**src/rtl/charmatrix_scanner.sv**
```systemverilog
// ---------------------------------------------------------------------------
// charmatrix_scanner
//
// Purpose:
//   Accepts ASCII codes over a valid/ready handshake, fetches the 5x7 glyph
//   from an external (combinational) font ROM and multiplexes the latched
//   bitmap onto a 5-column x 7-row LED matrix, one column at a time. A newly
//   fetched glyph is swapped into the display only when the scan wraps from
//   column 4 back to column 0, so a frame never shows two glyphs.
//
//   Bitmap layout: pixel (col c, row r) is bit c*7+r; a 1 means lit.
//
// Parameters:
//   COL_PERIOD      clock cycles each column stays selected (min 8)
//   COL_ACTIVE_LOW  1: selected column driven 0, 0: driven 1
//   ROW_ACTIVE_HIGH 1: lit row driven 1, 0: driven 0
//
// Optional feature (compile-time macro CHARMATRIX_GHOST_BLANK_EN):
//   When defined, columns and rows are held inactive during prescaler
//   counts 0..3 of every column period (anti-ghosting). Scan timing,
//   frame_start and the handshake are unaffected.
//
// Ports:
//   clk          in   system clock
//   rst          in   asynchronous active-high reset
//   char_valid   in   char_code is valid
//   char_code    in   [6:0] ASCII code to display
//   char_ready   out  block can accept a code
//   rom_addr     out  [6:0] font ROM address (registered)
//   rom_data     in   [34:0] font ROM data, combinational from rom_addr
//   col_sel      out  [4:0] column drive, bit 0 = leftmost column
//   row_out      out  [6:0] row drive, bit 0 = top row
//   frame_start  out  one-cycle pulse when the scan returns to column 0
// ---------------------------------------------------------------------------
module charmatrix_scanner #(
    parameter int COL_PERIOD      = 1024,
    parameter bit COL_ACTIVE_LOW  = 1'b1,
    parameter bit ROW_ACTIVE_HIGH = 1'b1
) (
    input  logic        clk,
    input  logic        rst,
    input  logic        char_valid,
    input  logic [6:0]  char_code,
    output logic        char_ready,
    output logic [6:0]  rom_addr,
    input  logic [34:0] rom_data,
    output logic [4:0]  col_sel,
    output logic [6:0]  row_out,
    output logic        frame_start
);

    localparam int             PW       = (COL_PERIOD > 1) ? $clog2(COL_PERIOD) : 1;
    localparam logic [PW-1:0]  PS_LAST  = PW'(COL_PERIOD - 1);
    localparam logic [2:0]     COL_LAST = 3'd4;
    localparam logic [4:0]     COL_OFF  = COL_ACTIVE_LOW  ? 5'b11111 : 5'b00000;
    localparam logic [6:0]     ROW_OFF  = ROW_ACTIVE_HIGH ? 7'h00    : 7'h7F;
    localparam logic [6:0]     ADDR_RST = 7'd32;

    typedef enum logic [1:0] {
        IDLE    = 2'd0,
        FETCH   = 2'd1,
        PENDING = 2'd2
    } state_t;

    // Scan registers
    logic [PW-1:0] prescaler_q, prescaler_d;
    logic [2:0]    col_idx_q, col_idx_d;
    logic [4:0]    col_sel_q, col_sel_d;
    logic [6:0]    row_out_q, row_out_d;
    logic          frame_start_q;

    // Fetch / display registers
    state_t        state_q;
    logic          char_ready_q;
    logic [6:0]    rom_addr_q;
    logic [34:0]   shadow_q;
    logic [34:0]   display_q, display_d;

    logic          ps_tc;
    logic          col_wrap;
    logic          swap;
    logic          drive_en;
    logic [4:0]    col_onehot;
    logic [6:0]    col_bits;

    // Seven row bits belonging to one column of a bitmap.
    function automatic logic [6:0] col_slice(input logic [34:0] bm, input logic [2:0] idx);
        case (idx)
            3'd0:    col_slice = bm[6:0];
            3'd1:    col_slice = bm[13:7];
            3'd2:    col_slice = bm[20:14];
            3'd3:    col_slice = bm[27:21];
            3'd4:    col_slice = bm[34:28];
            default: col_slice = 7'h00;
        endcase
    endfunction

    always_comb begin
        ps_tc       = (prescaler_q == PS_LAST);
        col_wrap    = ps_tc && (col_idx_q == COL_LAST);
        prescaler_d = ps_tc ? '0 : prescaler_q + 1'b1;

        col_idx_d = col_idx_q;
        if (ps_tc) begin
            col_idx_d = col_wrap ? 3'd0 : col_idx_q + 3'd1;
        end

        // A pending glyph replaces the display on the very edge the scan
        // wraps, so the column-0 drive computed below already shows it.
        swap      = (state_q == PENDING) && col_wrap;
        display_d = swap ? shadow_q : display_q;

        // Outputs are derived from next-state values so they change on the
        // same edge as col_idx, with no extra cycle of latency.
        col_onehot = 5'b00001 << col_idx_d;
        col_bits   = col_slice(display_d, col_idx_d);

`ifdef CHARMATRIX_GHOST_BLANK_EN
        drive_en = (prescaler_d > PW'(3));
`else
        drive_en = 1'b1;
`endif

        col_sel_d = drive_en ? (COL_ACTIVE_LOW ? ~col_onehot : col_onehot) : COL_OFF;
        row_out_d = drive_en ? (ROW_ACTIVE_HIGH ? col_bits : ~col_bits) : ROW_OFF;
    end

    // Column scan and matrix drive
    always_ff @(posedge clk or posedge rst) begin
        if (rst) begin
            prescaler_q   <= '0;
            col_idx_q     <= 3'd0;
            col_sel_q     <= COL_OFF;
            row_out_q     <= ROW_OFF;
            frame_start_q <= 1'b0;
        end else begin
            prescaler_q   <= prescaler_d;
            col_idx_q     <= col_idx_d;
            col_sel_q     <= col_sel_d;
            row_out_q     <= row_out_d;
            frame_start_q <= col_wrap;
        end
    end

    // Fetch FSM. char_ready is cleared on acceptance and only set again one
    // cycle after returning to IDLE, so it rises the cycle after the swap.
    always_ff @(posedge clk or posedge rst) begin
        if (rst) begin
            state_q      <= IDLE;
            char_ready_q <= 1'b1;
            rom_addr_q   <= ADDR_RST;
            shadow_q     <= '0;
            display_q    <= '0;
        end else begin
            display_q <= display_d;
            case (state_q)
                IDLE: begin
                    if (char_valid && char_ready_q) begin
                        rom_addr_q   <= char_code;
                        char_ready_q <= 1'b0;
                        state_q      <= FETCH;
                    end else begin
                        char_ready_q <= 1'b1;
                    end
                end
                FETCH: begin
                    // rom_addr now holds the accepted code; ROM data is valid.
                    shadow_q     <= rom_data;
                    char_ready_q <= 1'b0;
                    state_q      <= PENDING;
                end
                PENDING: begin
                    char_ready_q <= 1'b0;
                    if (col_wrap) begin
                        state_q <= IDLE;
                    end
                end
                default: begin
                    char_ready_q <= 1'b0;
                    state_q      <= IDLE;
                end
            endcase
        end
    end

    assign char_ready  = char_ready_q;
    assign rom_addr    = rom_addr_q;
    assign col_sel     = col_sel_q;
    assign row_out     = row_out_q;
    assign frame_start = frame_start_q;

endmodule
```
**config.mk**
```make
export PLATFORM = sky130hd
export DESIGN_NAME = charmatrix_scanner
export DESIGN_NICKNAME = d
export VERILOG_FILES = /design/src/rtl/charmatrix_scanner.sv
export SDC_FILE = /design/constraint.sdc
export NUM_CORES = 1
export LEC_CHECK = 0
export CORE_AREA = 2 2 132 146
export DETAILED_ROUTE_END_ITERATION = 7
export DIE_AREA = 0 0 134 148
export PLACE_DENSITY = 0.51
export SLEW_MARGIN = 40
export SYNTH_ARGS = -nofsm -noshare
export SYNTH_HDL_FRONTEND = slang
export SYNTH_SLANG_ARGS = --single-unit
```
**constraint.sdc**
```tcl
create_clock -name clk -period 3.07 [get_ports clk]
set_clock_uncertainty 0.05 [all_clocks]
set_input_delay 0.307 -clock clk [delete_from_list [all_inputs] [get_ports clk]]
set_output_delay 0.307 -clock clk [all_outputs]
set_load 0.005 [all_outputs]
```
==> flow_summary_export.csv, run 1 <==
group,metric,value,unit
finish,fin_nets,506,
synth,synthXorXnorAreaFrac,0.0136,
cts,htreeDepth,3,
synth,synth_nets,429,
drt,wire_per_inst,14.1,microns
finish,syn2layout_area_growth,30.3,%
floorplanning,die_x,134,microns
drt,drt_iter0_drc,128,
synth,synthAdderAreaFrac,0.00832,
cts,cts_sinks,106,
timing,setup-violations-final,0,
place,place_congestion,0.795,
cts,cts-resized-gates,0,
timing,slew_violations,0,
synth,synthCells,381,
timing,tns,0,ns
power,leakagePower,2.70,nW
worst_setup_path,required,3.26,ns
synth,synth_compound_area_frac,0.0444,
synth,synth_edf_count,0,
min_path,hold_path.class,"input port to async pin",
finish,fillers,1822,
drt,drcViolationCount,0,
worst_setup_path,critPathMaxFanout,11,
drt,dr.pass1.iters,4,
synth,synth_top_family_by_area,"multiplexers",
worst_setup_path,max_stage_delay,0.41,ns
cts,cts_tree,"built",
finish,antennaDiodeCount,0,
synth,ys_ff_latch,106,
finish,layout_commonest_cell,"nand2_1",
drt,route.vias.total,2971,
global_routing,grt_pass1_vias,3065,
timing,fin_crit_sh,0.865,
global_routing,antenna_found_initial,0,
worst_setup_path,path_common_cell,"mux2i_1",
timing,worst_pin_slew,0.492,ns
synth,yosysTopAreaCell,"dfrtp_1",
synth,synth.distinct_cells,44,
global_routing,overflow,0,
place,port_buffers,65,
power,powerDensity,648,nW/um^2
global_routing,grt_first_pass_wirelength,16200,microns
cts,clkLatencyLatePin,0.36,ns
global_routing,grt_start_max_net_pins,63,
status,status,"complete, no violations",
floorplanning,rows,52,
timing,rsz0062_at_grt,"no",
synth,yosysWarningCount,0,
worst_setup_path,cp-start-kind,"flip-flop",
flow_run,maxCapViolations,0,
synth,synthFlopType,"dfrtp_1",
worst_setup_path,cp.arrival,2.84,ns
timing,slew_headroom,0.671,
floorplanning,initial_core_util,0.247,
timing,hold-worst-slack,0.270,ns
place,dp_hpwl,7000,microns
cts,clockRootBuffer,"clkbuf_16",
timing,finalHoldViolCount,0,
worst_setup_path,worst-setup-path-type,"flip-flop to flip-flop",
synth,synthMuxAreaShare,0.180,
drt,wirelength,9920,microns
cts,path_clk_slew,0.07,ns
finish,final_cell_mix,"nand2_1 (111), dfrtp_1 (99), clkdlybuf4s50_1 (65)",
synth,synthSimpleGateAreaFrac,0.138,
worst_setup_path,endpoint_kind,"flip-flop",
finish,drive_gt1_frac,0.218,
worst_setup_path,crit_chain,"ha_1, nand4_2, nor3_4, mux2i_4, buf_12, buf_4, mux2i_1, mux2i_1, a221o_1",
synth,yosys-top-cells-area,"dfrtp_1 (55%), mux2_2 (12%), nand2_1 (9.3%)",
drt,ant_nets,0,
floorplanning,die_y,148,microns
synth,syn_area_per_cell,11.8,sq um
synth,synth_seq_area_share,0.590,
power,ir_drop,265,uV
synth,syn_area,4510,sq um
synth,synth_top_cell_area_share,0.549,
timing,max_freq,377,MHz
cts,clockBufferDepth,2,
worst_setup_path,worst_path_max_delay_cell,"dfrtp_1",
global_routing,grt_usage,0.106,
cts,cts_made_buffers,9,
drt,vias_per_cell,4.21,
power,total_power,3.81,mW
synth,async_flop_share,1.00,
floorplanning,boundaryPins,66,
floorplanning,core_region_area,18300,sq um
floorplanning,die-area,19800,sq um
timing,layout_min_cycle_time,2.66,ns
[kinds of logic after synthesis]
kind of cell,Yosys count
multiplexers,73
XOR/XNOR,7
adder cells (fa/ha/maj),3
AND/OR/NAND/NOR,143
flip-flops,106
buffers and inverters,23
AO/OA/AOI/OAI,26
[state kept, by name (all words and copies together) (netlist names)]
signal       flops
col_idx_q        3
row_out          7
prescaler_q     10
display_q       35
state_q          2
col_sel          5
char_ready       1
frame_start      1
rom_addr         7
shadow_q        35
[what timing repair did]
action / CTS / global route
hold buffers: 0 / 0
endpoints found under the setup margin: 0 / 3
buffers inserted: 0 / 4
[final cells by class]
| cell class | instances | area [sq um] | share of cell area |
|---|---|---|---|
| clock buffers | 11 | 253 | 0.0430 |
| clock inverters | 5 | 60.1 | 0.0102 |
| inverters | 8 | 38.8 | 0.00660 |
| multi-input cells | 252 | 1750 | 0.298 |
| flip-flops and latches | 106 | 2660 | 0.453 |
| well taps | 243 | 304 | 0.0518 |
| repair buffers | 81 | 808 | 0.138 |
[Yosys cell counts (all sizes together), types with 2 or more instances]
cell	number
nand2	112
dfrtp	99
mux2	51
mux2i	22
clkbuf	12
nor2	10
inv	8
dfstp	7
a21oi	6
nand3	4
xnor2	4
a221o	3
a32oi	3
and2	3
buf	3
ha	3
nand4	3
nor3	3
o221ai	3
xor2	3
a211oi	2
and3	2
nand2b	2
o21ai	2
o31ai	2
or3	2
[per-layer routing]
metal,share of wire,wire length [microns],vias to the layer above,track usage
li1,-,-,1452,-
met1,0.46,4580,1458,0.133
met2,0.49,4830,52,0.173
met3,0.040,397,9,0.0357
met4,0.012,124,0,0.0351
met5,0,0,-,0
[power by group]
group,switching [mW],total (mW),internal [mW]
Clock,0.530,1.21,0.682
Combinational,0.208,0.661,0.453
Sequential,0.226,1.93,1.71
Total,0.964,3.81,2.84
[worst max-delay path, delay by kind of cell, from the launching register on]
kind / cells / cell delay [ns]
AOI/OAI and AO/OA: 1 / 0.36
adders and majority gates: 1 / 0.25
buffers and inverters: 2 / 0.27
DFF: 1 / 0.41
muxes: 3 / 0.60
and+or+nand+nor: 2 / 0.59
[worst paths after layout]
path | from | endpoint | slack (ns) | cells after the start
max in group asynchronous | rst | col_sel[0] | 1.97 | 3
hold / removal | rst | rom_addr[3] | 0.27 | 2
setup / recovery | prescaler_q[0] | row_out[1] | 0.41 | 9
hold reg to reg | display_q[4] | display_q[4] | 0.41 | 2
min in group clk | display_q[4] | display_q[4] | 0.41 | 2
setup reg to reg | prescaler_q[0] | row_out[1] | 0.41 | 9
[per-stage QoR]
stage               utilization  cell area (sq um)  setup slack (ns)  instances
floorplan                     -               4510             0.622        381
global route              0.321               5870             0.184        706
CTS                       0.319               5830             0.151        702
global placement          0.302               5520             0.288        686
finish                    0.321               5870             0.415        706
detailed placement        0.302               5520             0.185        686
Note: power is estimated with default switching activity, not from simulation.
==> run 2, diff against run 1 <==
Settings changed: CORE_AREA 2 2 132 146 to 5 5 98 109, DIE_AREA 0 0 134 148 to 0 0 103 114, PLACE_DENSITY 0.51 to 0.82.
==> run 2 against run 1 <==
  * Utilization up 26 points
  * Clock power down 16%
  * Maximum frequency down 6.2%
  * Count of clock-buffer cells in the layout down 2
  * Setup slack worse by 0.18 ns
  * Sequential cell count unchanged
  * Sequential share of layout area up 2.4 points
  * Wire length down 13%
  * Final cell count down 19%
  * Largest cell class unchanged
  * Largest power group unchanged
==> flow_summary_export.csv, run 2 (same netlist as run 1, synthesis figures left out) <==
group,metric,value,unit
status,status,"complete, no violations",
finish,layout_commonest_cell,"nand2_1",
floorplanning,core_region_area,9600,sq um
floorplanning,rows,38,
drt,ant_nets,0,
place,port_buffers,65,
finish,drive_gt1_frac,0.202,
cts,path_clk_slew,0.10,ns
finish,fin_nets,498,
worst_setup_path,cp.arrival,3.02,ns
timing,setup-violations-final,0,
timing,finalHoldViolCount,0,
global_routing,overflow,0,
timing,tns,0,ns
drt,wire_per_inst,15.1,microns
timing,rsz0062_at_grt,"no",
finish,final_cell_mix,"nand2_1 (112), dfrtp_1 (99), clkdlybuf4s50_1 (65)",
finish,fillers,771,
flow_run,maxCapViolations,0,
floorplanning,die-area,11700,sq um
place,dp_hpwl,6190,microns
timing,worst_pin_slew,0.666,ns
timing,max_freq,353,MHz
cts,cts_tree,"built",
finish,syn2layout_area_growth,23.6,%
cts,clockBufferDepth,2,
cts,htreeDepth,3,
drt,drcViolationCount,0,
drt,route.vias.total,2959,
drt,dr.pass1.iters,4,
global_routing,grt_pass1_vias,3149,
timing,layout_min_cycle_time,2.83,ns
finish,finalNonFillerCells,575,
drt,wirelength,8680,microns
finish,ff_latch_area,2660,sq um
place,dp_cells,559,
place,place_congestion,0.809,
worst_setup_path,cp-start-kind,"flip-flop",
min_path,hold_path.class,"input port to async pin",
cts,hold_buffers,0,
power,ir_drop,344,uV
cts,cts_sinks,106,
timing,slew_headroom,0.554,
worst_setup_path,endpoint_kind,"flip-flop",
power,total_power,3.61,mW
worst_setup_path,required,3.26,ns
global_routing,antenna_found_initial,0,
global_routing,grt_usage,0.163,
global_routing,grt_start_max_net_pins,107,
floorplanning,initial_core_util,0.470,
finish,multi_input_area,1750,sq um
cts,cts_made_buffers,9,
worst_setup_path,worst-setup-path-type,"flip-flop to flip-flop",
floorplanning,die_y,114,microns
worst_setup_path,critPathMaxFanout,13,
drt,drt_iter0_drc,152,
cts,cts-resized-gates,0,
finish,antennaDiodeCount,0,
finish,largest_registers,"display_q x35, shadow_q x35, prescaler_q x10",
cts,post_cts_buffers,0,
floorplanning,die_x,103,microns
timing,slew_violations,0,
cts,clkLatencyLatePin,0.36,ns
floorplanning,boundaryPins,66,
drt,vias_per_cell,5.15,
power,powerDensity,647,nW/um^2
power,leakagePower,2.62,nW
cts,clockRootBuffer,"clkbuf_8",
global_routing,grt_first_pass_wirelength,15000,microns
timing,fin_crit_sh,0.922,
-- run 2: cell count changes in the layout (fill, tap and decap cells not counted) --
cell       previous run  this run
buf_12                3         1
buf_4                13         6
buf_8                 0         1
bufinv_16             1         3
clkbuf_16             9         0
clkbuf_8              2         9
clkinv_2              1         0
clkinv_4              0         1
nand2_1             111       112
nand2_2               1         0
-- run 2: critical path: stages, from the launching register on --
cell and delay (ns):
dfrtp_1 0.41, ha_1 0.25, nand4_2 0.24, nor3_4 0.34, mux2i_4 0.38, buf_4 0.29
mux2_2 0.36, a32oi_1 0.24, o221ai_2 0.12
-- run 2: worst paths after layout --
kind	startpoint	end	slack (ns)	depth (start not counted)
worst max-delay path	prescaler_q[0]	row_out[5]	0.24	8
worst min-delay path	rst	row_out[0]	0.39	3
worst max register to register	prescaler_q[0]	row_out[5]	0.24	8
worst min register to register	display_q[4]	display_q[4]	0.42	2
max in group asynchronous	rst	col_sel[2]	2.16	3
min in group clk	display_q[4]	display_q[4]	0.42	2
-- run 2: metal layers --
metal,global-route usage,vias to the layer above,share of wire
met1,0.210,1455,0.42
li1,-,1426,-
met2,0.270,65,0.52
met3,0.0324,13,0.042
met5,0,-,0
met4,0.0639,0,0.023
-- run 2: area by class of cell --
cell class | count | area share
timing repair buffer | 73 | 0.131
clock inverter | 7 | 0.0222
tap | 120 | 0.0269
clock buffer | 9 | 0.0222
sequential | 106 | 0.477
inverter | 8 | 0.00696
multi-input combinational | 252 | 0.313
-- run 2: stage by stage --
stage / hold slack [ns] / worst slack [ns] / instance area, sq um / utilization
4_1_cts: 0.425 / 0.249 / 5580 / 0.581
5_1_grt: 0.448 / 0.0373 / 5580 / 0.581
3_5_place_dp: 0.400 / 0.311 / 5330 / 0.555
6_report: 0.390 / 0.239 / 5580 / 0.581
3_3_place_gp: 0.394 / 0.423 / 5310 / 0.553
2_1_floorplan: 0.319 / 0.622 / 4510 / -
-- run 2: where the power goes --
part	internal (mW)	total (mW)	switching [mW]
logic	0.457	0.667	0.210
clock network	0.549	1.02	0.472
registers	1.71	1.92	0.214
total	2.71	3.61	0.896
